File: src/rtl/instr_fetch_pkg.sv
// instr_fetch_pkg: shared types and constants for the RV32 instruction fetch front end.
//   fetch_state_t  - fetch control states (hold after reset, running, halted on fault)
//   fetch_entry_t  - buffered instruction: PC plus instr_packet word
//   FETCH_PC_STEP  - byte distance between sequential fetches
package instr_fetch_pkg;

    typedef enum logic [1:0] {
        FETCH_HOLD,
        FETCH_RUN,
        FETCH_HALT
    } fetch_state_t;

    typedef struct packed {
        logic [31:0] pc;
        logic [31:0] word;
    } fetch_entry_t;

    localparam logic [31:0] FETCH_PC_STEP = 32'd4;

endpackage

File: src/rtl/instr_fetch_fifo.sv
// instr_fetch_fifo: synchronous instruction buffer, DEPTH entries (power of 2, >= 2).
//   clock, reset  - clock and asynchronous active-high reset
//   push          - write push_data this cycle
//   push_data     - entry to write
//   pop           - remove head this cycle (ignored when empty)
//   flush         - discard all entries; overrides push and pop
//   head          - oldest entry (registered storage, visible the cycle after its write)
//   count         - number of stored entries
//   empty         - count == 0
module instr_fetch_fifo
    import instr_fetch_pkg::*;
#(
    parameter int unsigned DEPTH = 2
) (
    input  logic                     clock,
    input  logic                     reset,
    input  logic                     push,
    input  fetch_entry_t             push_data,
    input  logic                     pop,
    input  logic                     flush,
    output fetch_entry_t             head,
    output logic [$clog2(DEPTH):0]   count,
    output logic                     empty
);

    localparam int unsigned AW = $clog2(DEPTH);
    localparam logic [AW:0] FULL_COUNT = (AW + 1)'(DEPTH);

    fetch_entry_t   mem [DEPTH];
    logic [AW-1:0]  rd_ptr;
    logic [AW-1:0]  wr_ptr;
    logic           do_pop;

    assign empty  = (count == '0);
    assign do_pop = pop && !empty;
    assign head   = mem[rd_ptr];

    always_ff @(posedge clock or posedge reset) begin
        if (reset) begin
            rd_ptr <= '0;
            wr_ptr <= '0;
            count  <= '0;
            for (int unsigned i = 0; i < DEPTH; i++) begin
                mem[i] <= '0;
            end
        end else if (flush) begin
            rd_ptr <= '0;
            wr_ptr <= '0;
            count  <= '0;
        end else begin
            if (push) begin
                mem[wr_ptr] <= push_data;
                wr_ptr      <= wr_ptr + AW'(1);
            end
            if (do_pop) begin
                rd_ptr <= rd_ptr + AW'(1);
            end
            count <= count + (AW + 1)'(push) - (AW + 1)'(do_pop);
        end
    end

    // The fetch credit rule keeps outstanding + stored <= DEPTH, so a push
    // can never meet a full buffer.
    no_overflow: assert property (@(posedge clock) disable iff (reset)
        !(push && !flush && count == FULL_COUNT));

endmodule

File: src/rtl/instr_fetch.sv
// instr_fetch: RV32 fetch front end. Owns the PC, issues word reads to instruction
// memory, buffers returned words and hands them to decode with valid/ready.
// Redirects from decode flush wrong-path work.
//   clock, reset                      - core clock, asynchronous active-high reset
//   imem_req_valid/ready/addr         - request channel to instruction memory
//   imem_resp_valid/data/err          - in-order response channel
//   instr, instr_pc, instr_valid/ready- instruction packet handshake to decode
//   redirect_valid, redirect_pc       - taken branch/jump target from decode
//   fetch_fault, fault_pc             - sticky fault flag and faulting PC
// Build option: FETCH_MISALIGN_TRAP_EN makes a misaligned redirect target raise a
// fault and halt; otherwise the target's low two bits are cleared.
module instr_fetch
    import instr_fetch_pkg::*;
#(
    parameter logic [31:0] RESET_PC   = 32'h0000_0000,
    parameter int unsigned FIFO_DEPTH = 2
) (
    input  logic        clock,
    input  logic        reset,
    output logic        imem_req_valid,
    input  logic        imem_req_ready,
    output logic [31:0] imem_req_addr,
    input  logic        imem_resp_valid,
    input  logic [31:0] imem_resp_data,
    input  logic        imem_resp_err,
    output logic [31:0] instr,
    output logic [31:0] instr_pc,
    output logic        instr_valid,
    input  logic        instr_ready,
    input  logic        redirect_valid,
    input  logic [31:0] redirect_pc,
    output logic        fetch_fault,
    output logic [31:0] fault_pc
);

    localparam int unsigned CW = $clog2(FIFO_DEPTH) + 1;
    localparam logic [CW:0] CREDITS = (CW + 1)'(FIFO_DEPTH);

    fetch_state_t   state;
    fetch_state_t   state_next;
    logic [31:0]    pc;
    logic [CW-1:0]  outstanding;
    logic [CW-1:0]  outstanding_next;
    logic [CW-1:0]  discard;
    logic [CW-1:0]  fifo_count;
    logic           fifo_empty;
    logic           accept;
    logic           resp_keep;
    logic           resp_fault;
    logic           push;
    logic           pop;
    logic           misalign;
    logic [31:0]    redirect_aligned;
    logic [31:0]    resp_pc;
    fetch_entry_t   push_data;
    fetch_entry_t   head;

`ifdef FETCH_MISALIGN_TRAP_EN
    assign misalign = (redirect_pc[1:0] != 2'b00);
`else
    assign misalign = 1'b0;
`endif
    assign redirect_aligned = redirect_pc & ~32'h3;

    assign imem_req_addr    = pc;
    assign accept           = imem_req_valid && imem_req_ready;
    assign outstanding_next = outstanding + CW'(accept) - CW'(imem_resp_valid);

    // Responses return in order and pc has advanced once per accepted request,
    // so the oldest in-flight request sits `outstanding` steps behind pc. Only
    // meaningful when nothing is pending discard.
    assign resp_pc    = pc - 32'(outstanding) * FETCH_PC_STEP;
    assign resp_keep  = imem_resp_valid && (discard == '0) && !redirect_valid;
    assign resp_fault = resp_keep && imem_resp_err;
    assign push       = resp_keep && !imem_resp_err;
    assign push_data  = '{pc: resp_pc, word: imem_resp_data};
    assign pop        = instr_valid && instr_ready;

    always_ff @(posedge clock or posedge reset) begin
        if (reset) begin
            state <= FETCH_HOLD;
        end else begin
            state <= state_next;
        end
    end

    always_comb begin
        state_next     = state;
        imem_req_valid = 1'b0;
        case (state)
            FETCH_HOLD: state_next = FETCH_RUN;
            FETCH_RUN: begin
                imem_req_valid = ({1'b0, outstanding} + {1'b0, fifo_count}) < CREDITS;
                if (resp_fault) begin
                    state_next = FETCH_HALT;
                end
            end
            FETCH_HALT: state_next = FETCH_HALT;
            default:    state_next = FETCH_HOLD;
        endcase
        if (redirect_valid) begin
            state_next = misalign ? FETCH_HALT : FETCH_RUN;
        end
    end

    always_ff @(posedge clock or posedge reset) begin
        if (reset) begin
            pc          <= RESET_PC;
            outstanding <= '0;
            discard     <= '0;
            fetch_fault <= 1'b0;
            fault_pc    <= '0;
        end else begin
            outstanding <= outstanding_next;
            if (redirect_valid) begin
                // Everything still in flight after this edge, including a request
                // accepted right now, belongs to the old path.
                pc          <= redirect_aligned;
                discard     <= outstanding_next;
                fetch_fault <= misalign;
                if (misalign) begin
                    fault_pc <= redirect_pc;
                end
            end else begin
                if (accept) begin
                    pc <= pc + FETCH_PC_STEP;
                end
                if (imem_resp_valid && discard != '0) begin
                    discard <= discard - CW'(1);
                end else if (resp_fault) begin
                    discard     <= outstanding_next;
                    fetch_fault <= 1'b1;
                    fault_pc    <= resp_pc;
                end
            end
        end
    end

    instr_fetch_fifo #(
        .DEPTH(FIFO_DEPTH)
    ) u_fifo (
        .clock     (clock),
        .reset     (reset),
        .push      (push),
        .push_data (push_data),
        .pop       (pop),
        .flush     (redirect_valid),
        .head      (head),
        .count     (fifo_count),
        .empty     (fifo_empty)
    );

    assign instr_valid = !fifo_empty;
    assign instr       = head.word;
    assign instr_pc    = head.pc;

endmodule

File: config.mk
export PLATFORM = sky130hd
export DESIGN_NAME = instr_fetch
export DESIGN_NICKNAME = d
export VERILOG_FILES = /design/src/rtl/instr_fetch_pkg.sv /design/src/rtl/instr_fetch_fifo.sv /design/src/rtl/instr_fetch.sv
export SDC_FILE = /design/constraint.sdc
export NUM_CORES = 1
export LEC_CHECK = 0
export CORE_ASPECT_RATIO = 1.25
export CORE_MARGIN = 1
export CORE_UTILIZATION = 35
export DETAILED_ROUTE_END_ITERATION = 8
export HOLD_SLACK_MARGIN = 0.15
export PLACE_DENSITY = 0.61
export SLEW_MARGIN = 20
export SYNTH_ARGS = -nofsm -noshare
export SYNTH_HDL_FRONTEND = slang
export SYNTH_SLANG_ARGS = --single-unit
File: constraint.sdc
create_clock -name clock -period 8.15 [get_ports clock]
set_clock_uncertainty 0.1 [all_clocks]
set_input_delay 1.63 -clock clock [delete_from_list [all_inputs] [get_ports clock]]
set_output_delay 1.63 -clock clock [all_outputs]
set_load 0.02 [all_outputs]
==> metrics.log, run 1 <==
INFO  metric timing.final.max_slew_violations = 0
INFO  metric drc = 0
INFO  metric flip_flop_cell_with_the_highest_count_after_synthesis = sky130_fd_sc_hd__dfrtp_1
INFO  metric synthesis.instances = 934
INFO  metric worst_pin_slew = 1.02 ns
INFO  metric seq_total_area_yosys = 0.517
INFO  metric initial_antenna_violation_count = 0
INFO  metric critPathKind = reg2out
INFO  metric synth.cell_area = around 0.0094 mm2
INFO  metric final_antenna_net_count = 0
INFO  metric fmax = ~0.22 GHz
INFO  metric postSynth.asyncResetShare = 1.00
INFO  metric die_h = around 190 um
INFO  metric cellPowerDensity = around 340 mW/mm2
INFO  metric cts_made_buffers = 17
INFO  metric min_path_type = reg2reg
INFO  metric final_net_count = ~1,200
INFO  metric vias_in_the_first_global_route = ~7,000
INFO  metric initial_standard_cell_utilization_of_the_core = 0.359
INFO  metric dp.final_hpwl = between 15,000 and 20,000 um
INFO  metric post_synthesis_mean_instance_area = between 10 and 15 um2
INFO  metric synth-warning-count = 0
INFO  metric post_cts_buffers = 0
INFO  metric root_buffer = sky130_fd_sc_hd__clkbuf_16
INFO  metric htree_levels = 4
INFO  metric final_report_hold_violation_count = 0
INFO  metric number_of_distinct_library_cells_after_synthesis = 46
INFO  metric avgViaCountPerCell = around 4.9
INFO  metric drv.max_cap_violation_count = 0
INFO  metric drive_gt1_frac = 0.150
INFO  metric placement.io_buffers = roughly 190
INFO  metric gr-total-overflow = 0
INFO  metric final_report_setup_violation_count = 0
INFO  metric leakage = 5.33 nW
INFO  metric floorplan.rows = 66
INFO  metric final_util = 0.463
INFO  metric cp_data_arrival_time = 2.83 ns
INFO  metric top_fanout_value_on_the_critical_path = 40
INFO  metric worst_setup_path_end_kind = output port
INFO  metric register_bit_count_reported_by_yosys = roughly 200
INFO  metric setup-tns-final = 0 ns
INFO  metric diodes = 0
INFO  metric core = roughly 0.026 mm2
INFO  metric die_w = approximately 150 um
INFO  metric global_route.usage.total = 0.173
INFO  metric dieArea = around 0.028 mm2
INFO  metric grt_setup_unrepaired = false
INFO  metric synth_edf_count = 0
INFO  metric fin_crit = 4.56 ns
INFO  metric num_vias = approximately 7,000
INFO  metric ctsLongestPathBuffers = 2
INFO  metric peakVddDrop = about 0.00017 V
INFO  metric grt_max_degree = 105
INFO  metric average_routed_wire_per_standard_cell = between 15 and 20 um
INFO  metric fin_crit_share = 0.559
INFO  metric clock-sinks = 195
INFO  metric dr.pass1.iters = 4
INFO  metric cts_hold_buf = 0
INFO  metric tritoncts = built
INFO  metric area_delta_synth_final = 28.7%
INFO  metric startpoint_type = flip-flop
INFO  metric boundaryPins = between 200 and 250
INFO  metric insertion_delay_to_the_later_sink_of_the_worst_skew_pair = 0.43 ns
INFO  metric data_required_time_at_the_worst_endpoint = roughly 6.4 ns
INFO  metric max-slew-margin-rel = 0.321
INFO  metric cts.clk_slew.worst_paths = 0.07 ns
INFO  metric outcome = complete, no violations
INFO  metric power.total = 4.07 mW
INFO  metric detail_route.iter0.violations = 261
INFO  metric cts_resized = 0
INFO  metric wirelength = 23,200 um
INFO  metric wire_length_of_the_first_global_routing_pass = 37,400 um
INFO  metric gp_routability_congestion = about 0.79
stage by stage:
| stage | worst slack, ns | instances | cell area [um2] | hold slack, ns |
|---|---|---|---|---|
| after floorplan | 1.11 | 939 | 9460 | 0.342 |
| after global placement | 3.82 | 1407 | 11600 | 0.355 |
| after detailed placement | 3.81 | 1407 | 11600 | 0.360 |
| after CTS | 3.51 | 1439 | 12200 | 0.379 |
| after global routing | 3.43 | 1439 | 12200 | 0.392 |
| final | 3.59 | 1439 | 12200 | 0.373 |
area by class of cell:
cell class,instances,area (um2)
clock buffer,17,425
timing repair buffer,201,1990
tap,340,425
clock inverter,15,150
multi-input combinational,656,4220
fill,2534,14100
inverter,15,66.3
sequential,195,4880
cells in the mapped netlist, types with 3 or more instances:
cell type / instances / area (um2)
sky130_fd_sc_hd__nand2_1: 234 / 878
sky130_fd_sc_hd__dfrtp_1: 195 / 4880
sky130_fd_sc_hd__mux2_2: 96 / 1080
sky130_fd_sc_hd__o21ai_0: 92 / 460
sky130_fd_sc_hd__clkbuf_1: 48 / 180
sky130_fd_sc_hd__xnor2_1: 30 / 263
sky130_fd_sc_hd__xor2_1: 29 / 254
sky130_fd_sc_hd__nand3_1: 26 / 130
sky130_fd_sc_hd__o21ai_1: 24 / 120
sky130_fd_sc_hd__nor2_1: 21 / 78.8
sky130_fd_sc_hd__buf_2: 17 / 85.1
sky130_fd_sc_hd__inv_1: 14 / 52.6
sky130_fd_sc_hd__ha_1: 10 / 125
sky130_fd_sc_hd__nand4_1: 10 / 62.6
sky130_fd_sc_hd__nor3_1: 10 / 50.1
sky130_fd_sc_hd__buf_4: 8 / 60.1
sky130_fd_sc_hd__and3_1: 7 / 43.8
sky130_fd_sc_hd__nor4_4: 6 / 128
sky130_fd_sc_hd__a21oi_1: 5 / 25.0
sky130_fd_sc_hd__a211o_1: 4 / 35.0
sky130_fd_sc_hd__nor2b_1: 4 / 25.0
sky130_fd_sc_hd__nor4_1: 4 / 25.0
sky130_fd_sc_hd__nor4b_2: 4 / 60.1
sky130_fd_sc_hd__or2_2: 4 / 25.0
sky130_fd_sc_hd__nand2b_1: 3 / 18.8
sky130_fd_sc_hd__nor4_2: 3 / 37.5
sky130_fd_sc_hd__or3_1: 3 / 18.8
final timing paths:
path | start | endpoint | slack (ns) | depth (start not counted)
min in group asynchronous | reset | u_fifo.mem[57] | 1.65 | 2
worst max register to register | outstanding[0] | imem_req_addr[27] | 5.16 | 9
worst min register to register | u_fifo.mem[52] | u_fifo.mem[52] | 0.37 | 2
worst max-delay path | u_fifo.rd_ptr | instr_pc[15] | 3.59 | 3
worst min-delay path | u_fifo.mem[52] | u_fifo.mem[52] | 0.37 | 2
max in group asynchronous | reset | fault_pc[2] | 5.11 | 3
placed cells by master, fill, tap and decap left out, types with 2 or more instances in the layout:
cell,instances
sky130_fd_sc_hd__nand2_1,233
sky130_fd_sc_hd__dfrtp_1,194
sky130_fd_sc_hd__clkdlybuf4s50_1,192
sky130_fd_sc_hd__mux2_2,96
sky130_fd_sc_hd__o21ai_0,92
sky130_fd_sc_hd__xnor2_1,30
sky130_fd_sc_hd__xor2_1,29
sky130_fd_sc_hd__nand3_1,26
sky130_fd_sc_hd__o21ai_1,24
sky130_fd_sc_hd__nor2_1,21
sky130_fd_sc_hd__clkbuf_16,17
sky130_fd_sc_hd__inv_1,13
sky130_fd_sc_hd__nand4_1,10
sky130_fd_sc_hd__nor3_1,10
sky130_fd_sc_hd__ha_1,10
sky130_fd_sc_hd__buf_4,8
sky130_fd_sc_hd__and3_1,7
sky130_fd_sc_hd__clkinvlp_4,7
sky130_fd_sc_hd__nor4_4,6
sky130_fd_sc_hd__conb_1,6
sky130_fd_sc_hd__a21oi_1,5
sky130_fd_sc_hd__inv_8,5
sky130_fd_sc_hd__a211o_1,4
sky130_fd_sc_hd__nor4_1,4
sky130_fd_sc_hd__or2_2,4
sky130_fd_sc_hd__nor4b_2,4
sky130_fd_sc_hd__nor2b_1,3
sky130_fd_sc_hd__or3_1,3
sky130_fd_sc_hd__nor4_2,3
sky130_fd_sc_hd__nand2b_1,2
sky130_fd_sc_hd__o31a_1,2
sky130_fd_sc_hd__nor3b_1,2
sky130_fd_sc_hd__and2_1,2
sky130_fd_sc_hd__fa_1,2
worst max-delay path: stages, from the launching register on:
cell and delay [ns]:
sky130_fd_sc_hd__dfrtp_2 0.79, sky130_fd_sc_hd__buf_4 0.62, sky130_fd_sc_hd__mux2_2 0.40, sky130_fd_sc_hd__clkdlybuf4s50_1 0.58
power breakdown:
group          total [mW]  switching, mW  internal, mW
combinational        1.77          0.898         0.872
sequential           1.48          0.214          1.27
clock               0.821          0.391         0.431
routing by layer:
| layer | share of wire | GRT usage |
|---|---|---|
| met1 | 0.45 | 0.221 |
| met2 | 0.50 | 0.299 |
| met3 | 0.046 | 0.0353 |
| met4 | 0.0086 | 0.0396 |
| met5 | 0 | 0 |
registers in the layout, indices dropped and copies added (netlist names), 2 cells and up:
signal	count
outstanding	2
u_fifo.count	2
u_fifo.mem	124
discard	2
state	2
imem_req_addr	30
fault_pc	30
cell families (layout without fill, tap and decap cells):
group | after synthesis | after routing | share of synthesized area
other cells | 1 | 6 | 0.000397
xor+xnor | 59 | 59 | 0.0547
buf+inv | 88 | 248 | 0.0407
fa+ha+maj | 12 | 12 | 0.0175
compound gates | 131 | 131 | 0.0732
flops | 195 | 195 | 0.517
simple gates | 351 | 351 | 0.181
mux | 97 | 97 | 0.116
No activity file was read; power rests on OpenSTA's default activity.
==> run 2: changes to the inputs <==
Clock period 8.15 ns to 4.6 ns, I/O delays scaled along.
==> run 2 against run 1 <==
Net effect:
- clock-buffer cell count is 6 higher
- largest power group unchanged
- combinational power up 79%
- sequential power is 78% higher
- die area is the same
- core utilization increased by 0.29 points
- sequential share of layout area is 0.25 points lower
- power is 79% higher
- hold slack lost 0.0020 ns
- cell area grew 0.63%
- routed wire length up 1.2%
- global-route usage grew 0.34 points
- clock power increased by 80%
==> metrics.log, run 2 (synthesis gave the netlist of run 1 again) <==
INFO  metric outcome = complete, no violations
INFO  metric initial_antenna_violation_count = 0 (unchanged)
INFO  metric cpPeakStageDelay = 0.75 ns (-0.04 ns)
INFO  metric boundaryPins = 202 (unchanged)
INFO  metric insertion_delay_to_the_later_sink_of_the_worst_skew_pair = 0.44 ns (about the same)
INFO  metric final_net_count = 1,172 (+0.26%)
INFO  metric avgViaCountPerCell = 4.83 (-0.61%)
INFO  metric root_buffer = sky130_fd_sc_hd__clkbuf_16
INFO  metric core = 0.0263 mm2 (unchanged)
INFO  metric max-slew-margin-rel = 0.303 (-0.0177)
INFO  metric final_cell_mix = sky130_fd_sc_hd__nand2_1, sky130_fd_sc_hd__dfrtp_1, sky130_fd_sc_hd__clkdlybuf4s50_1
INFO  metric top_register = u_fifo.mem
INFO  metric largest_reg_flops = 124 (unchanged)
INFO  metric vias_in_the_first_global_route = 7,197 (+2.5%)
INFO  metric final_antenna_net_count = 0 (unchanged)
INFO  metric top_fanout_value_on_the_critical_path = 42 (+5.0%)
INFO  metric postLayoutSetupSlackWorst = 1.09 ns (-2.50 ns)
INFO  metric crit_family = buffers and inverters
INFO  metric gp_routability_congestion = 0.791 (+0.10%)
INFO  metric diodes = 0 (unchanged)
INFO  metric dp.final_hpwl = 16,100 um (+2.0%)
INFO  metric wire_length_of_the_first_global_routing_pass = 38,000 um (+1.5%)
INFO  metric cts_resized = 0 (unchanged)
INFO  metric cp_data_arrival_time = 2.49 ns (-0.34 ns)
INFO  metric finalHoldWorstSlack = 0.371 ns (-0.00205 ns)
INFO  metric power.total = 7.28 mW (+79%)
INFO  metric die_w = 149 um (unchanged)
INFO  metric tritoncts = built
INFO  metric ctsLongestPathBuffers = 2 (unchanged)
INFO  metric final_report_setup_violation_count = 0 (unchanged)
INFO  metric peakVddDrop = 0.000236 V (+40%)
INFO  metric gr-total-overflow = 0 (unchanged)
INFO  metric detail_route.iter0.violations = 285 (+9.2%)
INFO  metric num_vias = 6,960 (-0.40%)
INFO  metric drc = 0 (unchanged)
INFO  metric post_cts_buffers = 0 (unchanged)
INFO  metric cts_made_buffers = 17 (unchanged)
INFO  metric floorplan.rows = 66 (unchanged)
INFO  metric average_routed_wire_per_standard_cell = 16.3 um (+1.0%)
INFO  metric cp.buffers_inverters = 2 (unchanged)
INFO  metric placement.io_buffers = 193 (unchanged)
INFO  metric worst_setup_path_end_kind = output port
INFO  metric wirelength = 23,500 um (+1.2%)
INFO  metric leakage = 5.37 nW (+0.91%)
INFO  metric drv.max_cap_violation_count = 0 (unchanged)
INFO  metric grt_max_degree = 92 (-12%)
INFO  metric fin_crit_share = 0.763
INFO  metric data_required_time_at_the_worst_endpoint = 3.58 ns (-2.84 ns)
INFO  metric dieArea = 0.0276 mm2 (unchanged)
INFO  metric critPathKind = reg2out
INFO  metric fin_crit = approximately 3.5 ns
INFO  metric die_h = 186 um (unchanged)
INFO  metric setup-tns-final = 0 ns (unchanged)
INFO  metric htree_levels = 4 (unchanged)
INFO  metric initial_standard_cell_utilization_of_the_core = 0.359 (unchanged)
INFO  metric startpoint_type = flip-flop
INFO  metric drive_gt1_frac = 0.151 (+0.000499)
INFO  metric layout_commonest_cell = sky130_fd_sc_hd__nand2_1
INFO  metric fmax = approximately 0.28 GHz
INFO  metric layout.filler_cells = 2,522 (-0.47%)
INFO  metric final_design_area_no_fill = 0.0122 mm2 (+0.63%)
INFO  metric min_path_type = reg2reg
INFO  metric cts.clk_slew.worst_paths = 0.06 ns (about the same)
INFO  metric cts_hold_buf = 0 (unchanged)
INFO  metric cellPowerDensity = 595 mW/mm2 (+77%)
INFO  metric global_route.usage.total = 0.176 (+0.00342)
INFO  metric timing.final.max_slew_violations = 0 (unchanged)
INFO  metric final_report_hold_violation_count = 0 (unchanged)
INFO  metric worst_pin_slew = 1.05 ns (+0.0266 ns)
INFO  metric grt_setup_unrepaired = false
INFO  metric clock-sinks = 195 (unchanged)
INFO  metric area_delta_synth_final = 29.5%
INFO  metric path_cells = buf_12 > mux2_2 > clkdlybuf4s50_1
INFO  metric post_dp_cell_area = 0.0116 mm2 (+0.59%)
INFO  metric dr.pass1.iters = 4 (unchanged)
INFO  metric timing.critical_path.slowest_stage_cell = sky130_fd_sc_hd__dfrtp_2
INFO  metric pre_cts_ws = 1.17 ns (-2.63 ns)
run 2: changes by cell type in the layout (fill, tap and decap cells not counted), sizes merged:
cell	delta
clkbuf	+6
inv	-3
clkinvlp	-5
buf	+3
clkinv	+2
run 2: tightest hold or removal path: stages, from the launching register on:
cell and delay, ns:
sky130_fd_sc_hd__dfrtp_1 0.34, sky130_fd_sc_hd__nand2_1 0.04, sky130_fd_sc_hd__o21ai_0 0.06
run 2: metal layers:
layer  global-route usage  up-vias  wire, um
met5                    0        -         0
met4               0.0604        0       376
met3               0.0363       23      1030
met2                0.294      162     11300
met1                0.226     3354     10800
li1                     -     3421         -
run 2: path summary, 6_finish.rpt:
path | slack, ns | depth (start not counted) | endpoint | startpoint
worst max-delay path | 1.09 | 3 | instr_pc[10] | u_fifo.rd_ptr
worst min-delay path | 0.37 | 2 | u_fifo.mem[43] | u_fifo.mem[43]
worst max register to register | 1.61 | 9 | imem_req_addr[27] | outstanding[0]
worst min register to register | 0.37 | 2 | u_fifo.mem[43] | u_fifo.mem[43]
max in group asynchronous | 2.73 | 3 | u_fifo.mem[83] | reset
min in group asynchronous | 0.90 | 2 | u_fifo.mem[107] | reset
run 2: final cells by class:
class / count / area (um2) / area share
well taps: 340 / 425 / 0.0348
multi-input cells: 656 / 4220 / 0.345
inverters: 15 / 62.6 / 0.00512
flip-flops and latches: 195 / 4880 / 0.399
clock inverters: 9 / 95.1 / 0.00778
clock buffers: 23 / 488 / 0.0399
repair buffers: 204 / 2060 / 0.168
run 2: per-stage QoR:
step / instances / util
2_1_floorplan: 939 / -
3_3_place_gp: 1410 / 0.443
3_5_place_dp: 1410 / 0.443
4_1_cts: 1442 / 0.466
5_1_grt: 1442 / 0.466
6_report: 1442 / 0.466
run 2: report_power, final:
part | switching, mW | internal (mW)
Sequential | 0.383 | 2.25
Combinational | 1.60 | 1.56
Clock | 0.668 | 0.813
Total | 2.65 | 4.63
